===== config.mk =====
export PLATFORM = sky130hd
export DESIGN_NAME = noc_output_arbiter
export DESIGN_NICKNAME = d
export VERILOG_FILES = /design/src/rtl/noc_output_arbiter.sv
export SDC_FILE = /design/constraint.sdc
export NUM_CORES = 1
export LEC_CHECK = 0
export CORE_ASPECT_RATIO = 2
export CORE_MARGIN = 3
export CORE_UTILIZATION = 25
export CTS_CLUSTER_SIZE = 25
export DETAILED_ROUTE_END_ITERATION = 10
export HOLD_SLACK_MARGIN = 0.12
export MAX_ROUTING_LAYER = met4
export PLACE_DENSITY = 0.48
export SYNTH_ARGS = -nofsm -noshare
export SYNTH_HDL_FRONTEND = slang
export SYNTH_SLANG_ARGS = --single-unit

===== constraint.sdc =====
create_clock -name clk_i -period 6.3 [get_ports clk_i]
set_input_delay 1.575 -clock clk_i [delete_from_list [all_inputs] [get_ports clk_i]]
set_output_delay 1.575 -clock clk_i [all_outputs]
set_load 0.02 [all_outputs]

===== src/rtl/noc_output_arbiter.sv =====
// noc_output_arbiter: round-robin wormhole arbiter for one router output port
module noc_output_arbiter #(
   parameter logic [2:0] PORT_ID = 3'b000,
   parameter int NUM_IN = 5
) (
   input  logic                  clk_i,
   input  logic                  rst_i,
   input  logic [NUM_IN-1:0]     req_valid_i,
   input  logic [3*NUM_IN-1:0]   req_dir_i,
   input  logic [NUM_IN-1:0]     req_tail_i,
   input  logic                  out_ready_i,
   output logic [NUM_IN-1:0]     grant_o,
   output logic [2:0]            sel_o,
   output logic                  out_valid_o,
   output logic [NUM_IN-1:0]     pop_o,
   output logic                  busy_o,
   output logic [15:0]           pkt_cnt_o
);
   typedef enum logic {IDLE, LOCKED} state_t;
   state_t state, state_nx;
   logic [2:0] rr_ptr, rr_nx, sel_nx, win, j;
   logic [NUM_IN-1:0] req, grant_nx;
   logic [15:0] cnt_nx;
   logic found, tail_xfer;
   always_comb begin
      req = '0;
      for (int i = 0; i < NUM_IN; i++) req[i] = req_valid_i[i] && req_dir_i[3*i +: 3] == PORT_ID;
   end
   // search starts just above the last served input, so it becomes lowest priority
   always_comb begin
      found = 1'b0;
      win = '0;
      j = '0;
      for (int k = 1; k <= NUM_IN; k++) begin
         j = 3'((int'(rr_ptr) + k) % NUM_IN);
         if (!found && req[j]) begin
            found = 1'b1;
            win = j;
         end
      end
   end
   assign pop_o = grant_o & req_valid_i & {NUM_IN{out_ready_i}};
   assign out_valid_o = |(grant_o & req_valid_i);
   assign tail_xfer = |(pop_o & req_tail_i);
   assign busy_o = state == LOCKED;
   always_comb begin
      state_nx = state;
      grant_nx = grant_o;
      sel_nx = sel_o;
      rr_nx = rr_ptr;
      cnt_nx = pkt_cnt_o;
      if (state == IDLE && found) begin
         state_nx = LOCKED;
         grant_nx = NUM_IN'(1) << win;
         sel_nx = win;
      end else if (state == LOCKED && tail_xfer) begin
         state_nx = IDLE;
         grant_nx = '0;
         sel_nx = '0;
         rr_nx = sel_o;
         cnt_nx = pkt_cnt_o + 16'd1;
      end
   end
   always_ff @(posedge clk_i) begin
      if (rst_i) begin
         state <= IDLE;
         grant_o <= '0;
         sel_o <= '0;
         rr_ptr <= 3'(NUM_IN - 1);
         pkt_cnt_o <= '0;
      end else begin
         state <= state_nx;
         grant_o <= grant_nx;
         sel_o <= sel_nx;
         rr_ptr <= rr_nx;
         pkt_cnt_o <= cnt_nx;
      end
   end
endmodule

# After elaboration in Yosys (flattened, before gate mapping)
# Cells that the tools add are included.
[totals] regBits=28 word_cells=77 output_inout_bits=31 input_bits=28
[op_classes] shifts=1 bitwise_logic=5 order_cmp=5 n_addsub=6 muxes=26 n_div=5 reduce_logical=24
[ops] cell="modulo 32 x 4 -> 32 bit, second input constant" n=5
[ops] cell="two-way mux 3 bit" n=7
[ops] cell="< comparator 3 x 4 -> 1 bit, second input constant" n=5
[ops] cell="adder 16 x 1 -> 16 bit, second input constant" n=1
[ops] cell="bitwise AND 5 bit" n=3
[ops] cell="binary-select mux 1 bit (select 3 bit)" n=5
[ops] cell="zero test 3 bit" n=5
[ops] cell="two-way mux 1 bit" n=12
[ops] cell="logical AND 1 bit" n=11
[ops] cell="two-way mux 5 bit" n=2
[ops] cell="OR reduction 5 bit" n=2
[ops] cell="adder 3 x 2 -> 4 bit, second input constant" n=2
[ops] cell="adder 3 x 3 -> 4 bit, second input constant" n=2
[ops] cell="<< shifter 1 x 3 -> 5 bit, first input constant" n=1
[ops] cell="adder 3 x 1 -> 4 bit, second input constant" n=1
[ops] cell="zero test 1 bit" n=4
[ops] cell="inverter 1 bit" n=2
[ops] cell="AND reduction 2 bit" n=1
[ops] cell="nonzero test 2 bit" n=1

# Logic depth before layout (Yosys ltp)
[logic_depth] ltp_word=20 ltp_mapped=20 mapped_depth_nobuf=17

# Worst setup path before layout
# OpenSTA, ideal clock, no wires.
[synth_timing] path_kind="reg-to-reg" start="register rr_ptr[0]" end="register grant_o[1]" arrival_time_ns=4.945 slack_ns=1.237 required_ns=6.183 stages_incl_launch_ff=21 period_less_slack_ns=5.063 setup_time_ns=0.117 path_cell_list="dfxtp_1 buf_2 clkbuf_1 clkbuf_1 inv_1 ha_1 inv_1 clkbuf_1 ha_1 inv_1 ha_1 and4b_1 a311oi_4 o21bai_2 a21oi_2 o32a_4 nor4b_4 nand3b_1 o31a_1 and3_1 a32o_1"
[synth_between] elab_chain_len=19 word_cells_on_any_way=42 cone_classes="add/sub (5); div (5); shift (1); mux (21); reduce/logical (10)"
[synth_lines] element="start, declared" line="21" text="logic [2:0] rr_ptr, rr_nx, sel_nx, win, j;"
[synth_lines] element="start signal, assigned" line="69" text="rr_ptr <= 3'(NUM_IN - 1);"
[synth_lines] element="start signal, assigned" line="75" text="rr_ptr <= rr_nx;"
[synth_lines] element="adder 3 x 1 -> 4 bit" line="35" text="j = 3'((int'(rr_ptr) + k) % NUM_IN);"
[synth_lines] element="modulo 32 x 4 -> 32 bit" line="35"
[synth_lines] element="binary-select mux 1 bit (select 3 bit)" line="36" text="if (!found && req[j]) begin"
[synth_lines] element="two-way mux 1 bit (not written as such)" line="36"
[synth_lines] element="two-way mux 1 bit" line="36"
[synth_lines] element="zero test 1 bit" line="36"
[synth_lines] element="logical AND 1 bit" line="36"
[synth_lines] element="two-way mux 1 bit" line="36"
[synth_lines] element="(+3 left out)"
[synth_lines] element="zero test 1 bit" line="36"
[synth_lines] element="logical AND 1 bit" line="36"
[synth_lines] element="two-way mux 1 bit" line="36"
[synth_lines] element="zero test 1 bit" line="36"
[synth_lines] element="logical AND 1 bit" line="36"
[synth_lines] element="two-way mux 3 bit / two-way mux 1 bit (equally long branches)" line="36"
[synth_lines] element="<< shifter 1 x 3 -> 5 bit / logical AND 1 bit (equally long branches)" line="54, 52"
[synth_lines] element="two-way mux 5 bit / nonzero test 2 bit (equally long branches)"
[synth_lines] element="end signal, assigned" line="73" text="grant_o <= grant_nx;"
[synth_lines] element="end, declared" line="12" text="output logic [NUM_IN-1:0] grant_o,"
# Parallel ways exist; a longest one is shown, timed or not. The select of a mux whose other input is x is not followed.
# A chain may end at the register's enable or synchronous reset.

# Worst setup path after layout
# Same ends and word-level chain as after synthesis.

==> results.ini <==
[run_status]
outcome=finished, final reports clean

[clocking]
clk_latency_ps=270
cts_resized=0
cts_setup_buffers=0
numCtsBuffers=3
h-tree-depth=1
clockBufferDepth=2
cts-root-buf=clkbuf_16
cts_tree=built
cts.clk_slew.worst_paths_ps=70
postCtsHoldBufs=0
clock_sinks=28

[pwr]
p_leak_nw=1.52
irDropWorstVdd_mv=0.125
power.density_nw_per_um2=118
power_mw=0.492

[detailed_routing]
vias=3463
vias_per_cell=5.60
wl_um=11600
ant_nets=0
drc_errors=0
drtIter0Drc=199
dr.pass1.iters=5
wire_per_inst_um=18.7

[floorplanning]
initial_core_util_pct=25.6
dieArea_um2=14800
core_um2=13000
io-pin-count=59
die_x_um=87.6
chipHeight_um=169
rows=59

[global_routing]
grt_pass1_vias=3494
met1_usage_pct=15.3
gr-usage-met3_pct=0.923
gr-usage-met2_pct=30.1
antenna_found_initial=0
overflow=0
grt_max_degree=36
busiest_layer=met2
grt_pass1_wl_um=18100
track_usage_pct=15.9

[logic_synthesis]
synth-edff-count=0
synth_seq_cells=28
yosys.area_share.simple_pct=27.5
syn_area_um2=3330
synth_flop_cell=dfxtp_1
yosysSeqAreaShare_pct=16.8
async_reset_ff_share_pct=0
syn_avg_cell_area_um2=8.00
syn_inst=416
synth_top_family_by_area=compound AO/OA/AOI/OAI gates
synth_xor_area_share_pct=6.88
synthMuxAreaShare_pct=5.34
synth_compound_area_share_pct=29.4
synth_fa_ha_area_share_pct=9.39
synth_cell_type_count=86
ys_warn_count=0
syn_nets=469

[hold_path]
min_delay_path_depth=2
min_from=grant_o[4]
whs_endpoint=grant_o[4]
hp-class=reg2reg

[setup_path]
worst_ep_required_time_ps=6460
cp_max_fo=35
crit-reg2reg-capture=grant_o[1]
critPathMaxStageDelay_ps=520
crit_slowest_cell=ha_1
cp.arrival_ps=5530
cpMostUsedCell=ha_1
r2r_slack_ps=930
r2r_start=rr_ptr[0]
startpoint=rr_ptr[0]
rr_worst_depth=18
critical_path_class=reg2reg
crit_path_start_kind=flop
cp_cell_sequence=buf_4, ha_1, xnor2_4, inv_4, ha_1, o31ai_1, o31a_1, xnor2_1, ha_1, nand2b_1, a32oi_2, o211ai_1, a311o_1, a211oi_1, nand3_1, o31a_1, and3_1, a32o_1
cp-end-kind=flop

[timing]
fin_skew_ps=1.65
rsz0062_at_grt=false
period_needed_ps=5370
period_share_pct=85.3
report.final.slew_viol_count=0
worstMarginPinSlew_ps=968
hold_violations=0
slew_headroom_pct=35.3
fmax_mhz=186
fin_tns_setup_ps=0
setup_viol=0
layout_setup_ws_ps=927

[placement]
place_ws_ps=1070
gp_congestion=0.908
dp_hpwl_um=9500
dpl_cell_area_um2=4060
io_buffers=58

[cells_and_area]
antenna_cells=0
syn_to_final_growth_pct=25.2
nNetsFinal=520
drive_gt1_share_pct=9.87
design_area_um2=4170

[run]
drv_cap=0

Yosys cell counts (all sizes together) (7+ instances only):
master / count / area (µm²)
dfxtp: 28 / 561
nand4: 7 / 43.8
and3: 11 / 68.8
buf: 8 / 47.5
nand2b: 8 / 50.1
o21ai: 15 / 78.8
xnor2: 10 / 106
o211ai: 8 / 65.1
nor2: 46 / 173
nand3: 11 / 55.1
nand2: 27 / 104
clkbuf: 11 / 41.3
xor2: 14 / 123
a21oi: 24 / 128
inv: 17 / 66.3
nor4b: 8 / 85.1
ha: 25 / 313
nor3: 13 / 70.1
mux2i: 11 / 110
o31ai: 8 / 60.1
registers in the layout, indices dropped and copies added, names as in the netlist:
| name | cells |
|---|---|
| pkt_cnt_o | 16 |
| grant_o | 5 |
| rr_ptr | 3 |
| sel_o | 3 |
| busy_o | 1 |
cell families (layout without fill, tap and decap cells):
logic type | count (synthesis) | in the layout
compound gates | 123 | 123
mux | 15 | 15
fa+ha+maj | 25 | 25
flops | 28 | 28
simple gates | 165 | 165
xor+xnor | 24 | 24
buf+inv | 36 | 86
worst max-delay path, delay by kind of cell (launching register included):
kind	cells	cell delay, ps
AOI/OAI and AO/OA	8	2330
adders and majority gates	3	1100
and+or+nand+nor	3	520
xor gates and xnor gates	2	490
buffers and inverters	2	460
DFF	1	350
routing by layer:
layer  up-vias  part of all wire (%)
met4         0                   5.9
met2        89                    58
met1      1659                    35
met3        37                   1.8
li1       1678                     -
met5         -                     0
layout by cell type (no fill, tap or decap), types with 3 or more instances in the layout:
| cell type | n |
|---|---|
| a211o_1 | 4 |
| a211oi_1 | 4 |
| a21o_1 | 4 |
| a21oi_1 | 22 |
| a22oi_1 | 3 |
| a311o_1 | 3 |
| a32o_1 | 4 |
| and3_1 | 11 |
| buf_4 | 7 |
| clkbuf_16 | 3 |
| clkdlybuf4s50_1 | 58 |
| dfxtp_1 | 28 |
| ha_1 | 25 |
| inv_1 | 15 |
| mux2i_1 | 11 |
| nand2_1 | 26 |
| nand2b_1 | 8 |
| nand3_1 | 11 |
| nand4_1 | 7 |
| nor2_1 | 46 |
| nor2b_1 | 3 |
| nor3_1 | 12 |
| nor3b_1 | 4 |
| nor4_1 | 4 |
| nor4b_1 | 7 |
| o211ai_1 | 7 |
| o21a_1 | 6 |
| o21ai_0 | 14 |
| o22ai_1 | 3 |
| o311ai_0 | 3 |
| o31ai_1 | 8 |
| or2_2 | 5 |
| or4b_2 | 5 |
| xnor2_1 | 9 |
| xor2_1 | 14 |
power by group:
part / switching, mW / internal, mW / leakage (nW)
clock network: 0.0637 / 0.127 / 0.0511
logic: 0.0574 / 0.0542 / 1.24
registers: 0.00717 / 0.183 / 0.226
total: 0.128 / 0.364 / 1.52
per-stage QoR:
step	hold WS [ps]	std cells	utilization, %
5_1_grt	546	618	32.1
3_3_place_gp	492	614	31.3
6_report	498	618	32.1
3_5_place_dp	502	614	31.3
4_1_cts	512	618	32.1
2_1_floorplan	545	416	-
final cells by class:
cell class              count  area, µm²
well taps                 152        190
fillers                  1376       8820
flip-flops and latches     28        561
repair buffers             65        633
multi-input cells         352       2610
clock inverters             1       30.0
inverters                  17       66.3
clock buffers               3       75.1
worst max-delay path by stage:
stage	slack (ps)	to
global route	670	grant_o[1]
floorplan	1240	grant_o[1]
global placement	1090	grant_o[1]
detailed placement	1070	grant_o[1]
CTS	1030	grant_o[1]
finish	930	grant_o[1]
Power figures use the tool's default switching activity.
